==> config.mk <==
export PLATFORM = sky130hd
export DESIGN_NAME = code_sink_fifo
export DESIGN_NICKNAME = d
export VERILOG_FILES = /design/src/rtl/code_sink_fifo.sv
export SDC_FILE = /design/constraint.sdc
export NUM_CORES = 1
export LEC_CHECK = 0
export BUFFER_PORTS_ARGS = -buffer_cell sky130_fd_sc_hd__buf_2
export CAP_MARGIN = 20
export CORE_MARGIN = 5
export CORE_UTILIZATION = 50
export DETAILED_ROUTE_END_ITERATION = 10
export HOLD_SLACK_MARGIN = 0.12
export PLACE_DENSITY = 0.69
export SLEW_MARGIN = 30
export SYNTH_ARGS = -nofsm -noshare
export SYNTH_HDL_FRONTEND = slang
export SYNTH_SLANG_ARGS = --single-unit
==> constraint.sdc <==
create_clock -name Clk -period 14.53 [get_ports Clk]
set_input_delay 1.453 -clock Clk [delete_from_list [all_inputs] [get_ports Clk]]
set_output_delay 1.453 -clock Clk [all_outputs]
set_load 0.01 [all_outputs]
==> src/rtl/code_sink_fifo.sv <==
// Capture FIFO for the dual 64-bit generator: each enabled cycle pushes {Slt, selected channel}.
// Optional build macro CODE_SINK_DEDUP_EN suppresses pushes that repeat the last accepted entry.
module code_sink_fifo #(
   parameter int WIDTH = 64,
   parameter int DEPTH = 8,
   parameter int AW    = 3
) (
   input  logic             Clk,
   input  logic             Reset,
   input  logic             En,
   input  logic             Slt,
   input  logic [WIDTH-1:0] In0,
   input  logic [WIDTH-1:0] In1,
   input  logic             Ready,
   output logic             Valid,
   output logic [WIDTH-1:0] Dout,
   output logic             DoutChan,
   output logic [AW:0]      Count,
   output logic             Full,
   output logic             Empty,
   output logic             Overflow
);

   localparam logic [AW:0] L_FULL = (AW + 1)'(DEPTH);

   logic [WIDTH:0]  r_mem [DEPTH];
   logic [AW-1:0]   r_wr_ptr;
   logic [AW-1:0]   r_rd_ptr;
   logic [AW:0]     r_count;
   logic            r_overflow;

   logic [WIDTH:0]  w_entry;
   logic [WIDTH:0]  w_head;
   logic            w_dup;
   logic            w_pop;
   logic            w_push;
   logic            w_drop;

   // Handshake: the head entry transfers on a rising edge where Valid && Ready;
   // Valid never depends on Ready, and Dout/DoutChan are stable while Valid && !Ready.
   assign w_entry = {Slt, (Slt ? In1 : In0)};
   assign w_head  = r_mem[r_rd_ptr];

   assign Empty    = (r_count == '0);
   assign Full     = (r_count == L_FULL);
   assign Valid    = !Empty;
   assign Count    = r_count;
   assign Overflow = r_overflow;
   assign Dout     = Empty ? '0 : w_head[WIDTH-1:0];
   assign DoutChan = Empty ? 1'b0 : w_head[WIDTH];

`ifdef CODE_SINK_DEDUP_EN
   logic [WIDTH:0] r_last;
   logic           r_last_valid;

   assign w_dup = r_last_valid && (r_last == w_entry);

   always_ff @(posedge Clk) begin
      if (Reset) begin
         r_last_valid <= 1'b0;
         r_last       <= '0;
      end else if (w_push) begin
         r_last_valid <= 1'b1;
         r_last       <= w_entry;
      end
   end
`else
   assign w_dup = 1'b0;
`endif

   // A full FIFO still accepts a sample when the head leaves in the same cycle.
   assign w_pop  = Valid && Ready;
   assign w_push = En && !w_dup && (!Full || w_pop);
   assign w_drop = En && !w_dup && Full && !w_pop;

   always_ff @(posedge Clk) begin
      if (!Reset && w_push) begin
         r_mem[r_wr_ptr] <= w_entry;
      end
   end

   always_ff @(posedge Clk) begin
      if (Reset) begin
         r_wr_ptr   <= '0;
         r_rd_ptr   <= '0;
         r_count    <= '0;
         r_overflow <= 1'b0;
      end else begin
         if (w_push) r_wr_ptr <= r_wr_ptr + 1'b1;
         if (w_pop)  r_rd_ptr <= r_rd_ptr + 1'b1;
         case ({w_push, w_pop})
            2'b10:   r_count <= r_count + 1'b1;
            2'b01:   r_count <= r_count - 1'b1;
            default: r_count <= r_count;
         endcase
         if (w_drop) r_overflow <= 1'b1;
      end
   end

endmodule
# Word-level counts from Yosys, hierarchy flattened
# Memories as Yosys holds them, arrays and structs flattened. A register that Yosys moved wholly into a read port is not among the register bits.
# Cells that the tools add are included.
[word_totals] mem_count=1 wordCells=32 register_bits=11 mem_bits_rw=520
[mem_list] name="r_mem" depth=8 width=65 rd=1 rd_clocked_by_memory_dff=1 wr=1 line="26" source="logic [WIDTH:0] r_mem [DEPTH];"
[op_classes] n_eq_ne=3 n_reduce_logical=12 addsub=4 n_mux=8
[ops] op="64-bit 2-to-1 mux" n=2
[ops] op="4-bit case mux with 2 select lines" n=1
[ops] op="3-bit by 1-bit adder with 3-bit output (second input constant)" n=2
[ops] op="3-bit 2-to-1 mux" n=2
[ops] op="1-bit logical AND" n=5
[ops] op="4-bit by 1-bit adder with 4-bit output (second input constant)" n=1
[ops] op="4-bit == test (second input constant)" n=1
[ops] op="1-bit logical NOT" n=4
[ops] op="4-bit logical NOT" n=1
[ops] op="4-bit by 1-bit subtractor with 4-bit output (second input constant)" n=1
[ops] op="1-bit 2-to-1 mux" n=3
[ops] op="2-bit by 1-bit == test with 1-bit output (second input constant)" n=1
[ops] op="2-bit == test (second input constant)" n=1
[ops] op="2-bit nonzero test" n=1
[ops] op="1-bit logical OR" n=1

# Logic depth before layout (Yosys ltp)
# Gate-level depths: netlist (run 1).
[depth] ltp_word=8 depth_mapped=10 mapped_depth_nobuf=8

# Worst setup path before layout (run 1)
# Ideal clock, no wire load.
[synth_path] kind="input port to flip-flop" start="input port Ready" end="memory r_mem[0][0] (netlist name) (enable)" slack_ns=5.283 t_arrival_ns=8.576 required_ns=13.859 path_buffers=1 stages=3 setup_time_ns=0.671 cell_sequence="buf_1 o21ai_2 nor4b_1"
[synth_between] elab_chain_len=6
[synth_lines] element="start, declared" line="14" source="input logic Ready,"
[synth_lines] element="1-bit logical AND" line="72" source="assign w_pop = Valid && Ready;"
[synth_lines] element="1-bit logical OR" line="73" source="assign w_push = En && !w_dup && (!Full || w_pop);"
[synth_lines] element="1-bit logical AND" line="73"
[synth_lines] element="1-bit logical AND" line="77" source="if (!Reset && w_push) begin"
[synth_lines] element="1-bit 2-to-1 mux" line="77"
[synth_lines] element="1-bit 2-to-1 mux (implied by the code)" line="78" source="r_mem[r_wr_ptr] <= w_entry;"
[synth_lines] element="end, declared" line="26"
# No other way between the ends.

==> impl_results.md, run 1 <==
* Status: finished, final reports clean
* Mapped Nets at 1129
* Syn Area/Cell at 21.4 um2
* Setup TNS at 0 ns
* N_diodes at 0
* Ratio of cells with drive above 1 in the final layout at 40.6%
* Site Rows at 75
* Synth cell types at 39
* CTS Buffer Depth at 3
* Sequential cell area at 15900 um2
* Initial antenna violation count at 0
* Clk sinks at 534
* Multi-input gate area at 5070 um2
* Die X at 216 um
* # fillers at 3132
* Slew @ Worst Pin at 0.941 ns
* Tcrit/Tclk final at 33.1%
* RSZ-0062 raised after global routing: false
* Hold Fails Final Rpt at 0
* Final Setup Violations at 0
* RePlAce Congestion at 0.701
* CTS Buf Count at 53
* Largest net degree at the start of global routing at 73
* Synthesized instance count at 993
* I/O Buffers at 205
* Seq/Total Area, Yosys at 74.7%
* Die height at 216 um
* Lkg Pwr at 8.03 nW
* HPWL Detailed at 23800 um
* DRT iter0 DRCs at 712
* Routed len/inst at 24.1 um
* Via count of the first global-routing pass at 11000
* Max-slew violations at 0
* Yosys reg bits at 534
* Core ar. at 42000 um2
* Final wirelength at 43300 um
* Synth warn at 0
* Tot Pwr at 3.92 mW
* CP endpoint kind: output port
* Critical Path AT at 3.36 ns
* Fmax at 0.208 GHz
* Crit Path Max Fanout at 43
* GRT overflow at 0
* Maximum vdd drop at 121 uV
* Remaining antenna violation count at 0
* Synth Flop Type: edfxtp_1
* Type of the worst min-delay path: reg2reg
* # H-tree levels at 2
* Worst-path clk slew at 0.05 ns
* DP Worst Slack at 10.16 ns
* Root Driver: clkbuf_16
* Vias/cell at 5.67
* Post-CTS setup buffer count at 0
* Post-synth EDFFs at 520
* Reg2reg start: Count[1]
* First drt pass iteration count at 5
* Post-CTS Hold Buffers at 0
* Synth async-reset ratio at 0%
* CTS tree: yes
* Startpoint types: flip-flop
* Hold Crit Start: Overflow
* Post-CTS sizing at 0
* Initial Util at 50.6%
* Critical Setup Path Class: reg2out
* Final worst setup slack at 9.72 ns
* Synthesized area at 21300 um2
* # IOs at 206
* First-pass GRT wire length at 66400 um
* Area Growth Syn to Fin at 15.9%
* Skew-Pair Late Insertion Delay at 0.59 ns
* CP required at 13.08 ns
* Vias at 10200
* Die ar. at 46800 um2
* Fin crit period at 4.81 ns
* Cell Pwr Density at 159 nW/um2
* DRC viols at 0
* Slew margin rel. at 37.2%
* Total GRT Usage at 18.6%
* Max-cap violation count at 0
* Nets at 1351
* Clock skew at 0.0215 ns
metrics by stage:
step	hold slack (ns)	std cells	util, %	cell area, um2
floorplan	0.454	993	-	21300
global placement	0.478	1699	54.4	22900
detailed placement	0.476	1699	54.4	22900
CTS	0.491	1799	58.6	24600
global route	0.539	1799	58.6	24600
finish	0.475	1799	58.6	24600
placed cells by master (no fill, tap or decap), drive strengths merged, types with 2 or more instances in the layout:
cell and count:
edfxtp 520, bufinv 8, mux2 65, nor2 80, o211ai 2, inv 4, dfxtp 14, nand2b 3
clkinv 29, nand2 9, nor3 4, a21oi 2, xor2 4, buf 226, a311oi 2, a211oi 2
nor4 4, nand3 2, clkbuf 62, ha 3, xnor2 4, mux2i 66, mux4 130, nor3b 2
power by group:
group | internal [mW] | switching (mW)
combinational | 0.339 | 0.407
clock | 0.830 | 0.550
sequential | 1.74 | 0.0514
total | 2.91 | 1.01
layer usage:
layer  vias to the layer above  wire (um)  share of wire, %  track usage (%)
met4                         0        705               1.6             4.11
met5                         -          0                 0                0
met1                      5341      18300                42             25.7
met2                       267      22000                51             31.5
li1                       4542          -                 -                -
met3                        53       2270               5.3             3.57
cells by family (layout without fill, tap and decap cells):
| family | count (synthesis) | after routing | synth area share (%) |
|---|---|---|---|
| buf+inv | 63 | 330 | 1.68 |
| xor+xnor | 8 | 8 | 0.329 |
| flops | 534 | 534 | 74.7 |
| fa+ha+maj | 3 | 3 | 0.176 |
| compound gates | 14 | 14 | 0.529 |
| mux | 261 | 261 | 20.3 |
| simple gates | 110 | 110 | 2.26 |
worst paths after layout:
check	to	slack, ns	cells past startpoint
worst max register to register	r_mem[4][5]	11.40	7
worst min-delay path	Overflow	0.47	2
worst max-delay path	Dout[4]	9.72	5
worst min register to register	Overflow	0.47	2
critical path, stage by stage (launching register included):
cell and delay [ns]:
dfxtp_4 0.86, buf_4 0.79, mux4_2 0.59, mux2i_1 0.27, nor2_1 0.07, buf_2 0.17
cell type report:
type / instances / share of cell area [%]
clock buffers: 62 / 5.69
clock inverters: 38 / 1.54
inverters: 4 / 0.0660
multi-input cells: 396 / 20.6
flip-flops and latches: 534 / 64.5
well taps: 539 / 2.74
repair buffers: 226 / 4.86
synthesized netlist by cell type, drive strengths merged (4+ instances only):
cell type / number / area [um2]
dfxtp: 14 / 280
nor4: 4 / 25.0
xnor2: 4 / 35.0
edfxtp: 520 / 15600
mux4: 130 / 2930
nor3: 4 / 20.0
clkbuf: 9 / 33.8
nand2: 9 / 33.8
nor2: 80 / 300
xor2: 4 / 35.0
buf: 50 / 307
mux2: 65 / 732
mux2i: 66 / 661
flip-flops by register name, summed over array words and instances, names as in the netlist, named ones only:
name,flops
Count,4
r_wr_ptr,3
r_rd_ptr,3
Overflow,1
r_mem,520
Power figures use the tool's default switching activity.
==> run 2, diff against run 1 <==
ABC_AREA = 1   (was default)
PLACE_DENSITY = 0.72   (was 0.69)
clock period = 4.3 ns   (was 14.53 ns; I/O delays follow)
==> run 2 against run 1 <==
Against the previous run:
- sequential share of layout area fell by 0.22 points
- non-clock buffer count rose by 11
- combinational power rose to 4.4 times the previous value
- flip-flop and latch count did not move
- clock-buffer cell count rose by 14
- critical path depth rose by 1
- largest cell class unchanged
- largest power group unchanged
- highest routed layer unchanged
==> impl_results.md, run 2 <==
* Hold_ws at 0.201 ns (was 0.475 ns)
* # IOs at 206 (unchanged)
* Largest Register: r_mem (unchanged)
* RSZ-0062 raised after global routing: false (unchanged)
* Routed len/inst at 20.4 um (was 24.1 um)
* Reg2reg start: Count[2] (was Count[1])
* RePlAce Congestion at 0.790 (was 0.701)
* CTS Buffer Depth at 3 (unchanged)
* Type of the worst min-delay path: in2reg (was reg2reg)
* I/O Buffers at 205 (unchanged)
* Sequential cell area at 15900 um2 (about the same)
* Die height at 218 um (was 216 um)
* Max-cap violation count at 0 (unchanged)
* Clk sinks at 534 (unchanged)
* Startpoint types: flip-flop (unchanged)
* Total GRT Usage at 20.6% (was 18.6%)
* Skew-Pair Late Insertion Delay at 0.59 ns (about the same)
* Cell Pwr Density at 547 nW/um2 (was 159 nW/um2)
* Remaining antenna violation count at 0 (unchanged)
* Post-CTS sizing at 0 (unchanged)
* Synth async-reset ratio at 0% (unchanged)
* Root Driver: clkbuf_16 (unchanged)
* Syn Area/Cell at 13.1 um2 (was 21.4 um2)
* # H-tree levels at 2 (unchanged)
* N_diodes at 0 (unchanged)
* Fmax at 0.283 GHz
* CP endpoint kind: output port (unchanged)
* Post-CTS setup buffer count at 0 (unchanged)
* Worst reg2reg path depth at 9 (was 7)
* Vias/cell at 5.69 (was 5.67)
* Yosys reg bits at 534 (unchanged)
* Worst setup endpoint: Dout[14] (was Dout[4])
* FF-to-FF setup slack at 1.47 ns (was 11.40 ns)
* Core ar. at 42900 um2 (was 42000 um2)
* Slew @ Worst Pin at 0.910 ns (was 0.941 ns)
* Tcrit/Tclk final at 82.3%
* Largest register FFs at 520 (unchanged)
* HPWL Detailed at 26300 um (was 23800 um)
* Status: finished, final reports clean (unchanged)
* # fillers at 3376 (was 3132)
* Vias at 14000 (was 10200)
* Crit Path Max Fanout at 86 (was 43)
* Multi-input gate area at 5090 um2 (was 5070 um2)
* Critical Path AT at 3.11 ns (was 3.36 ns)
* Synth Flop Type: edfxtp_1 (unchanged)
* Critical Setup Path Class: reg2out (unchanged)
* CTS tree: yes (unchanged)
* Synthesized instance count at 1656 (was 993)
* Initial antenna violation count at 1 (was 0)
* Hold Fails Final Rpt at 0 (unchanged)
* Top post-synthesis cells by count: edfxtp_1 (520), nor2_1 (403), o21ai_0 (239) (was edfxtp_1 (520), mux4_2 (130), nor2_1 (80))
* R2r endpoint: r_mem[1][61] (was r_mem[4][5])
* Synthesized area at 21600 um2 (was 21300 um2)
* Utilization after layout at 57.7% (was 58.6%)
* Yosys top cell by area: edfxtp_1 (unchanged)
* Mapped Nets at 1792 (was 1129)
* Site Rows at 76 (was 75)
* Final Setup Violations at 0 (unchanged)
* First drt pass iteration count at 5 (unchanged)
* Commonest non-fill, non-tap cell in the layout: edfxtp_1 (unchanged)
* CTS Buf Count at 52 (was 53)
* Synth warn at 0 (unchanged)
* Post-CTS Hold Buffers at 0 (unchanged)
* CP required at 3.87 ns (was 13.08 ns)
* Initial Util at 50.4% (was 50.6%)
* Post-synth EDFFs at 520 (unchanged)
* Slew margin rel. at 39.3% (was 37.2%)
* Area Growth Syn to Fin at 14.4% (was 15.9%)
* Maximum vdd drop at 625 uV (was 121 uV)
* Largest net degree at the start of global routing at 140 (was 73)
* DRT iter0 DRCs at 1358 (was 712)
* Fin crit period at 3.54 ns
* First-pass GRT wire length at 76900 um (was 66400 um)
* Synth area leaders: edfxtp_1 (72%), nor2_1 (7.0%), o21ai_0 (5.5%) (was edfxtp_1 (73%), mux4_2 (14%), mux2_2 (3.4%))
* Lkg Pwr at 8.48 nW (was 8.03 nW)
* Ratio of cells with drive above 1 in the final layout at 20.6% (was 40.6%)
* Nets at 1969 (was 1351)
* Die ar. at 47500 um2 (was 46800 um2)
* Synth cell types at 32 (was 39)
* DRC viols at 0 (unchanged)
* Share of the synthesized area in the top cell type at 72.3% (was 73.4%)
* Final wirelength at 50200 um (was 43300 um)
* Seq/Total Area, Yosys at 73.5% (was 74.7%)
* Max-slew violations at 0 (unchanged)
* Most frequent cells in the layout: edfxtp_1 (520), nor2_1 (399), o21ai_0 (239), buf_2 (204), o21ai_1 (93) (was edfxtp_1 (520), buf_2 (204), mux4_2 (130), nor2_1 (78), mux2i_1 (66))
* Count leader, synth: edfxtp_1 (unchanged)
* GRT overflow at 0 (unchanged)
* Via count of the first global-routing pass at 13800 (was 11000)
* Clock skew at 0.0173 ns (was 0.0215 ns)
* Worst-path clk slew at 0.06 ns (was 0.05 ns)
* Die X at 218 um (was 216 um)
-- run 2: cell types whose count changed after synthesis, moves of 7 or more --
cell,change
nor2_1,+323
o21ai_0,+239
mux4_2,-130
o21ai_1,+93
mux2i_1,-66
o22ai_1,+65
a31oi_1,+64
clkbuf_1,+48
inv_1,+15
buf_2,+14
nand2_1,+12
nand3_1,+7
-- run 2: worst min-delay path by stage --
stage / end / from / depth (start not counted) / slack [ns]
floorplan: flip-flop / r_rd_ptr[2] / 2 / 0.43
global placement: Overflow / Overflow / 1 / 0.45
detailed placement: Overflow / Overflow / 1 / 0.45
CTS: r_wr_ptr[0] / En / 3 / 0.17
global route: r_wr_ptr[0] / En / 3 / 0.19
finish: r_wr_ptr[0] / En / 3 / 0.20
-- run 2: final cells by class --
| class | count | area share [%] |
|---|---|---|
| clock buffers | 76 | 5.71 |
| repair buffers | 237 | 5.43 |
| inverters | 23 | 0.390 |
| well taps | 585 | 2.96 |
| multi-input cells | 985 | 20.6 |
| flip-flops and latches | 534 | 64.3 |
| clock inverters | 19 | 0.582 |
-- run 2: logic make-up after synthesis --
kind of cell / synth area share (%)
flops: 73.5
compound gates: 11.7
simple gates: 8.09
buf+inv: 3.11
mux: 3.33
fa+ha+maj: 0.174
xor+xnor: 0.0811
-- run 2: power breakdown --
part / switching [mW] / total [mW] / leakage (nW) / internal (mW)
sequential: 0.112 / 6.02 / 4.81 / 5.91
combinational: 2.20 / 3.30 / 2.92 / 1.09
clock: 1.82 / 4.21 / 0.751 / 2.39
total: 4.14 / 13.5 / 8.48 / 9.39
-- run 2: worst max-delay path, cell delays in order (launching register included) --
cell and delay (ns):
dfxtp_4 0.62, buf_4 0.77, o21ai_0 0.21, o22ai_1 0.19, o21ai_1 0.07, a31oi_1 0.41
buf_2 0.22
-- run 2: stage by stage --
step	instances	TNS (ns)	power, mW	cell area, um2	setup slack [ns]
after global placement	2364	0	9.35	23200	1.39
final	2459	0	13.5	24700	0.760
after CTS	2459	0	13.6	24700	0.736
after detailed placement	2364	0	9.43	23200	1.37
after floorplan	1656	-469.84	8.27	21600	-1.81
after global routing	2459	0	14.2	24700	0.527
-- run 2: per-layer routing --
layer / vias to the layer above / share of wire (%) / global-route usage (%)
met5: - / 0 / 0
met4: 0 / 1.8 / 6.34
met3: 67 / 8.2 / 3.53
met2: 572 / 48 / 33.7
met1: 6880 / 42 / 28.7
li1: 6472 / - / -
